### src/rtl/rf_serial_pkg.sv
// rf_serial_pkg
// Constants shared by both ends of the serial RF link (emitter and receptor).
// The frame format is an 8-bit sync word followed by 8 data bits.
// Both fields are sent LSB first, and the line idles low.
// Contents: default bit period, sync word, field length, framing state
// encoding, and the LSB-first shift helper.
package rf_serial_pkg;

  localparam int unsigned CLKS_PER_BIT_DEF = 8333334;
  localparam logic [7:0]  SYNC_WORD_DEF    = 8'hFF;
  localparam int unsigned FIELD_BITS       = 8;

  // Framing states; numeric values are shared with existing tooling.
  localparam logic [1:0] ST_HUNT     = 2'd0;
  localparam logic [1:0] ST_DATA     = 2'd1;
  localparam logic [1:0] ST_SYNC_CHK = 2'd2;

  // The first bit received ends up in bit 0 after eight shifts.
  function automatic logic [7:0] shift_lsb_first(input logic [7:0] sr,
                                                 input logic       b);
    return {b, sr[7:1]};
  endfunction

endpackage

### src/rtl/muestreo_bit.sv
// muestreo_bit
// Recovers bit timing from the asynchronous serial line.
// The line passes through a 2-flop synchronizer, and a third flop provides
// edge detection.
// A phase counter is re-zeroed on every line edge and otherwise wraps every
// CLKS_PER_BIT cycles. The sample strobe fires when the counter reaches
// mid-bit.
// Ports:
//   Clk           in   system clock
//   Rst           in   synchronous reset, active high
//   Serial_Bit_In in   asynchronous serial line
//   bit_s         out  synchronized line level
//   strobe        out  one-cycle pulse at the centre of each bit
module muestreo_bit
  import rf_serial_pkg::*;
#(
  parameter int unsigned CLKS_PER_BIT = CLKS_PER_BIT_DEF,
  parameter int unsigned CNT_W        = 32
) (
  input  logic Clk,
  input  logic Rst,
  input  logic Serial_Bit_In,
  output logic bit_s,
  output logic strobe
);

  localparam logic [CNT_W-1:0] PH_LAST = CNT_W'(CLKS_PER_BIT - 1);
  localparam logic [CNT_W-1:0] PH_MID  = CNT_W'(CLKS_PER_BIT / 2);
  localparam logic [CNT_W-1:0] PH_ONE  = CNT_W'(1);

  logic             sync_p0;
  logic             sync_p1;
  logic             sync_p2;
  logic             line_edge;
  logic [CNT_W-1:0] ph;

  // Stage p0/p1: metastability synchronizer; p2: previous level for edge detect
  always_ff @(posedge Clk) begin
    if (Rst) begin
      sync_p0 <= 1'b0;
      sync_p1 <= 1'b0;
      sync_p2 <= 1'b0;
    end else begin
      sync_p0 <= Serial_Bit_In;
      sync_p1 <= sync_p0;
      sync_p2 <= sync_p1;
    end
  end

  assign line_edge = sync_p1 ^ sync_p2;

  // Phase counter: an edge re-aligns the bit boundary and wins over the wrap
  always_ff @(posedge Clk) begin
    if (Rst) begin
      ph <= '0;
    end else if (line_edge) begin
      ph <= '0;
    end else if (ph == PH_LAST) begin
      ph <= '0;
    end else begin
      ph <= ph + PH_ONE;
    end
  end

  assign bit_s  = sync_p1;
  assign strobe = (ph == PH_MID);

endmodule

### src/rtl/receptor_serial.sv
// receptor_serial
// Receiving end of the serial RF link.
// It hunts the bit stream for the sync word and locks onto the frame. It then
// delivers each data byte with a one-cycle valid pulse. The sync field of
// every frame is checked, and alignment drops on a mismatch.
// Ports:
//   Clk           in   system clock
//   Rst           in   synchronous reset, active high
//   Serial_Bit_In in   asynchronous serial line from the RF receiver
//   Dato_Out      out  last received data byte (held between pulses)
//   Dato_Valid    out  one-cycle pulse when Dato_Out updates
//   Locked        out  high while frame alignment is established
//   Sync_Err      out  one-cycle pulse when an expected sync word mismatches
module receptor_serial
  import rf_serial_pkg::*;
#(
  parameter int unsigned CLKS_PER_BIT = CLKS_PER_BIT_DEF,
  parameter logic [7:0]  SYNC_WORD    = SYNC_WORD_DEF,
  parameter int unsigned CNT_W        = 32
) (
  input  logic       Clk,
  input  logic       Rst,
  input  logic       Serial_Bit_In,
  output logic [7:0] Dato_Out,
  output logic       Dato_Valid,
  output logic       Locked,
  output logic       Sync_Err
);

  localparam logic [3:0] FIELD_LAST = 4'(FIELD_BITS);

  logic       bit_s;
  logic       strobe;
  logic [1:0] state;
  logic [3:0] bcnt;
  logic [3:0] bcnt_inc;
  logic [7:0] sr;
  logic [7:0] sr_next;

  muestreo_bit #(
    .CLKS_PER_BIT (CLKS_PER_BIT),
    .CNT_W        (CNT_W)
  ) u_muestreo (
    .Clk           (Clk),
    .Rst           (Rst),
    .Serial_Bit_In (Serial_Bit_In),
    .bit_s         (bit_s),
    .strobe        (strobe)
  );

  // Decisions are made on the post-shift value so that the byte completed by
  // this strobe is visible in the same cycle.
  assign sr_next  = shift_lsb_first(sr, bit_s);
  assign bcnt_inc = bcnt + 4'd1;

  // Framing stage: FSM and output registers, advancing only on sample strobes
  always_ff @(posedge Clk) begin
    if (Rst) begin
      state      <= ST_HUNT;
      bcnt       <= 4'd0;
      sr         <= 8'h00;
      Dato_Out   <= 8'h00;
      Dato_Valid <= 1'b0;
      Sync_Err   <= 1'b0;
    end else begin
      Dato_Valid <= 1'b0;
      Sync_Err   <= 1'b0;
      if (strobe) begin
        sr <= sr_next;
        case (state)
          ST_HUNT: begin
            // Only a full byte received since entering HUNT can qualify.
            // The counter saturates so that a long hunt does not wrap.
            if ((bcnt_inc >= FIELD_LAST) && (sr_next == SYNC_WORD)) begin
              state <= ST_DATA;
              bcnt  <= 4'd0;
            end else if (bcnt != FIELD_LAST) begin
              bcnt <= bcnt_inc;
            end
          end
          ST_DATA: begin
            if (bcnt_inc == FIELD_LAST) begin
              state      <= ST_SYNC_CHK;
              bcnt       <= 4'd0;
              Dato_Out   <= sr_next;
              Dato_Valid <= 1'b1;
            end else begin
              bcnt <= bcnt_inc;
            end
          end
          ST_SYNC_CHK: begin
            if (bcnt_inc == FIELD_LAST) begin
              bcnt <= 4'd0;
              if (sr_next == SYNC_WORD) begin
                state <= ST_DATA;
              end else begin
                // The rejected bits must not count toward a new match.
                state    <= ST_HUNT;
                Sync_Err <= 1'b1;
              end
            end else begin
              bcnt <= bcnt_inc;
            end
          end
          default: begin
            state <= ST_HUNT;
            bcnt  <= 4'd0;
          end
        endcase
      end
    end
  end

  assign Locked = (state != ST_HUNT);

endmodule

### config.mk
export PLATFORM = sky130hd
export DESIGN_NAME = receptor_serial
export DESIGN_NICKNAME = d
export VERILOG_FILES = /design/src/rtl/rf_serial_pkg.sv /design/src/rtl/muestreo_bit.sv /design/src/rtl/receptor_serial.sv
export SDC_FILE = /design/constraint.sdc
export NUM_CORES = 1
export LEC_CHECK = 0
export ABC_AREA = 1
export BUFFER_PORTS_ARGS = -buffer_cell sky130_fd_sc_hd__buf_2
export CAP_MARGIN = 30
export CORE_ASPECT_RATIO = 1.5
export CORE_MARGIN = 2
export CORE_UTILIZATION = 45
export DETAILED_ROUTE_END_ITERATION = 10
export PLACE_DENSITY_LB_ADDON = 0.3
export SKIP_LAST_GASP = 1
export SYNTH_ARGS = -nofsm -noshare
export SYNTH_HDL_FRONTEND = slang
export SYNTH_HIERARCHICAL = 1
export SYNTH_SLANG_ARGS = --single-unit
### constraint.sdc
create_clock -name Clk -period 2.5 [get_ports Clk]
set_input_delay 0.25 -clock Clk [delete_from_list [all_inputs] [get_ports Clk]]
set_output_delay 0.25 -clock Clk [all_outputs]
set_load 0.1 [all_outputs]
==> run summary <==
The count of cells resized by post-cts repair came out at 0. The final cell count without fillers is 588. The repair_antennas step left the layout with diodes totalling 0. The worst path setup slack after routing is 0.4443 ns. The setup clock skew after layout is 0.006594 ns.

The number of placement rows is 37. The number of nets handed over by synthesis was 499. The share of cells above drive strength 1 is 11.57%. STA puts the critical path data arrival time at 2.29 ns. The share of the cycle needed by the critical path after routing came out at 82.23%.

The most used flip-flop cell after synthesis is sky130_fd_sc_hd__dfxtp_1. The initial antenna violation count was 0. For the pin with the worst max-slew slack, the measured transition is 0.5164 ns.

Clock-pin slew was measured on the worst setup and hold paths at 0.07 ns. Combinational logic is responsible for 2.2% of the overall power. The routed wirelength normalized by instance count came out at 11.48 µm. The die covers 7793 µm².

The share of total power in the clock network is 47.4%. The average cell area after synthesis came out at 6.565 µm². The number of nets in the finished design came out at 518. In this run the worst hold path is classified as input port to flip-flop.

The TritonCTS clock tree is built. The Yosys warning count came out at 6. Internal power comes to 1.408 mW. The number of buffers created by CTS came out at 9. The aggregate negative setup slack came out at 0 ns.

The global-route wire length before repair is 11900 µm. The register bit count reported by yosys came out at 58. The required time of the critical path came out at 2.73 ns. The share of async-settable or async-resettable flops after synthesis came out at 0%. The post-place setup slack came out at 0.4497 ns. The remaining routing DRC violations is 0. The highest clock frequency the design can meet came out at 486.5 MHz. The gate count of the mapped netlist came out at 486. The number of detailed-route iterations in the first pass is 4.

The largest net degree at the start of global routing is 23. The die extent in x is 72.75 µm. Hold repair after CTS inserted 0 buffers. The total number of clock tree sinks came out at 58. The run finished with clean final reports.

The clock latency on the worst-skew pair came out at 0.35 ns. From synthesis to final layout, the design area changed by 10.31%. The biggest fanout along the worst timing path came out at 10. The number of routed nets with antenna violations is 0. Once detailed placement completed, the half-perimeter wirelength came to 5176 µm. Global routing consumed, over all layers together, 19.77% of the routing resources. The number of buffer cells added on primary ports came out at 13. The via count came out at 2876.

Setup repair after global routing left no endpoint under its margin. For this design the ratio of total power to cell area is 526.1 nW/µm². The area of the core came out at 6852 µm². Registers are responsible for 50.5% of the overall power. The maximum vdd ir drop is 0.3308 mV. The vias per cell is 4.891. Once placement completed, the tool counted placed cells totaling 572. The worst path needs 2.056 ns of the cycle, external delays included. The class of the most critical setup path is flip-flop to flip-flop. Summing every instance area after synthesis gives 3191 µm². The via count of the first global-routing pass is 2808. The clock tree buffer depth is 2. The worst pin sits at a relative slew slack of 65.55%. The H-tree depth is 3. Setup violations remaining at the end of the flow were counted as 0.

Global routing finished with a remaining overflow of 0. The net load switching power is 0.4436 mW. The total setup buffers inserted after CTS came out at 0. The worst setup path is captured at a flip-flop. The number of flops mapped to enable cells by yosys came out at 0. The height of the chip came out at 107.1 µm. The routed wire length came out at 6751 µm. The max-slew violation total from the final report is 0. Net switching is 23.96% of the power. The kind of launch point of the worst setup path is a flip-flop. The effective utilization at floorplan came out at 46.57%. The tree is rooted in a sky130_fd_sc_hd__clkbuf_8.

The total of max-cap violations came out at 0. The reported leakage power came out at 1.536 nW. The portion of the post-synthesis area used by sequential elements came out at 36.39%. The count of endpoints failing hold in the final timing report is 0. In this run, the number of DRC markers left after iteration 0 of detailed routing was 179. The global placer's final weighted congestion came out at 0.9287. The number of different library cells used by synthesis comes to 28.

The number of placed I/O pins is 14.
[worst max-delay path, stage by stage, from the launching register on]
cell and delay (ns):
sky130_fd_sc_hd__dfxtp_1 0.37, sky130_fd_sc_hd__ha_1 0.20, sky130_fd_sc_hd__inv_1 0.07, sky130_fd_sc_hd__nor2_1 0.08, sky130_fd_sc_hd__and3_1 0.17, sky130_fd_sc_hd__nand2_1 0.05
sky130_fd_sc_hd__nor2_1 0.13, sky130_fd_sc_hd__clkinv_1 0.34, sky130_fd_sc_hd__nor2_8 0.28, sky130_fd_sc_hd__nand2_4 0.11, sky130_fd_sc_hd__nand2_1 0.08, sky130_fd_sc_hd__a21oi_1 0.06
[sequential cells by signal (all words and copies together) (netlist names)]
register	flops
Sync_Err	1
u_muestreo/sync_p0	1
bcnt	4
sr	7
u_muestreo/ph	32
u_muestreo/sync_p2	1
state	2
u_muestreo/bit_s	1
Dato_Valid	1
Dato_Out	8
[worst paths after layout]
check | from | to | slack, ns | cells past startpoint
setup reg to reg | u_muestreo/ph[0]$_SDFF_PP0_ | Dato_Out[4]$_SDFFE_PP0P_ | 0.44 | 11
hold / removal | Serial_Bit_In | u_muestreo/sync_p0$_SDFF_PP0_ | 0.10 | 3
hold reg to reg | u_muestreo/sync_p0$_SDFF_PP0_ | u_muestreo/bit_s$_SDFF_PP0_ | 0.42 | 2
setup / recovery | u_muestreo/ph[0]$_SDFF_PP0_ | Dato_Out[4]$_SDFFE_PP0P_ | 0.44 | 11
[cell type report]
| type | instances | area (µm²) |
|---|---|---|
| Fill cell | 707 | 3332 |
| Inverter | 60 | 225.2 |
| Multi-Input combinational cell | 361 | 1742 |
| Sequential cell | 58 | 1161 |
| Clock buffer | 9 | 123.9 |
| Timing Repair Buffer | 15 | 92.59 |
| Tap cell | 78 | 97.59 |
| Clock inverter | 7 | 77.57 |
[synth_stat cells (all sizes together), types with 2 or more instances]
cell / instances / area share, %
xor2: 6 / 1.6
nand2: 152 / 19
xnor2: 9 / 2.5
nor2: 123 / 17
inv: 59 / 6.9
nand4: 3 / 0.59
dfxtp: 58 / 36
ha: 10 / 3.9
nand3: 27 / 4.4
buf: 6 / 1.5
nor3: 2 / 0.31
o21ai: 9 / 1.4
a21oi: 15 / 2.4
[kinds of logic after synthesis]
logic type / Yosys count / share of synthesized area, %
flops: 58 / 36.39
xor+xnor: 15 / 4.118
simple gates: 311 / 42.43
compound gates: 25 / 4.117
fa+ha+maj: 10 / 3.922
buf+inv: 67 / 9.019
[metal layers]
metal | global-route usage, % | up-vias | share of wire, %
li1 | - | 1508 | -
met5 | 0 | - | 0
met1 | 20.46 | 1293 | 40
met3 | 5.357 | 29 | 3.3
met4 | 12.30 | 0 | 4.9
met2 | 34.35 | 46 | 51
[placed cells by master, fill, tap and decap left out]
cell type and count:
sky130_fd_sc_hd__inv_1 57, sky130_fd_sc_hd__xor2_1 6, sky130_fd_sc_hd__clkinvlp_4 4, sky130_fd_sc_hd__nor4_1 1, sky130_fd_sc_hd__clkinv_1 1, sky130_fd_sc_hd__nand2_4 3, sky130_fd_sc_hd__nor3_1 2, sky130_fd_sc_hd__or2_2 1
sky130_fd_sc_hd__nand3b_1 1, sky130_fd_sc_hd__nor2_1 109, sky130_fd_sc_hd__nand3_2 1, sky130_fd_sc_hd__nor2_2 5, sky130_fd_sc_hd__inv_2 2, sky130_fd_sc_hd__nor2_4 8, sky130_fd_sc_hd__nand2_1 143, sky130_fd_sc_hd__nand3_1 26
sky130_fd_sc_hd__a21oi_1 15, sky130_fd_sc_hd__buf_4 1, sky130_fd_sc_hd__nand4_1 3, sky130_fd_sc_hd__bufinv_16 1, sky130_fd_sc_hd__buf_12 1, sky130_fd_sc_hd__and3_1 1, sky130_fd_sc_hd__buf_2 13, sky130_fd_sc_hd__dfxtp_1 58
sky130_fd_sc_hd__xnor2_1 9, sky130_fd_sc_hd__o21ai_0 9, sky130_fd_sc_hd__o21bai_2 1, sky130_fd_sc_hd__nor2_8 1, sky130_fd_sc_hd__nand2_2 6, sky130_fd_sc_hd__inv_6 2, sky130_fd_sc_hd__ha_1 10, sky130_fd_sc_hd__clkbuf_8 9
[metrics by stage]
step	total power, mW	area, µm²	hold slack (ns)	utilization (%)
floorplan	0.9870	3191	0.3212	-
global placement	0.9950	3318	0.3955	48.43
detailed placement	0.9966	3318	0.4136	48.43
CTS	1.880	3520	0.08736	51.37
global route	1.943	3520	0.08993	51.37
finish	1.852	3520	0.1015	51.37
[power groups by stage]
stage	logic, mW	registers, mW	clock network [mW]
4_1_cts	0.0410	0.934	0.905
3_5_place_dp	0.0410	0.956	0
5_1_grt	0.0455	0.935	0.962
6_report	0.0401	0.934	0.877
2_1_floorplan	0.0325	0.955	0
3_3_place_gp	0.0397	0.955	0
Power figures use the tool's default switching activity.
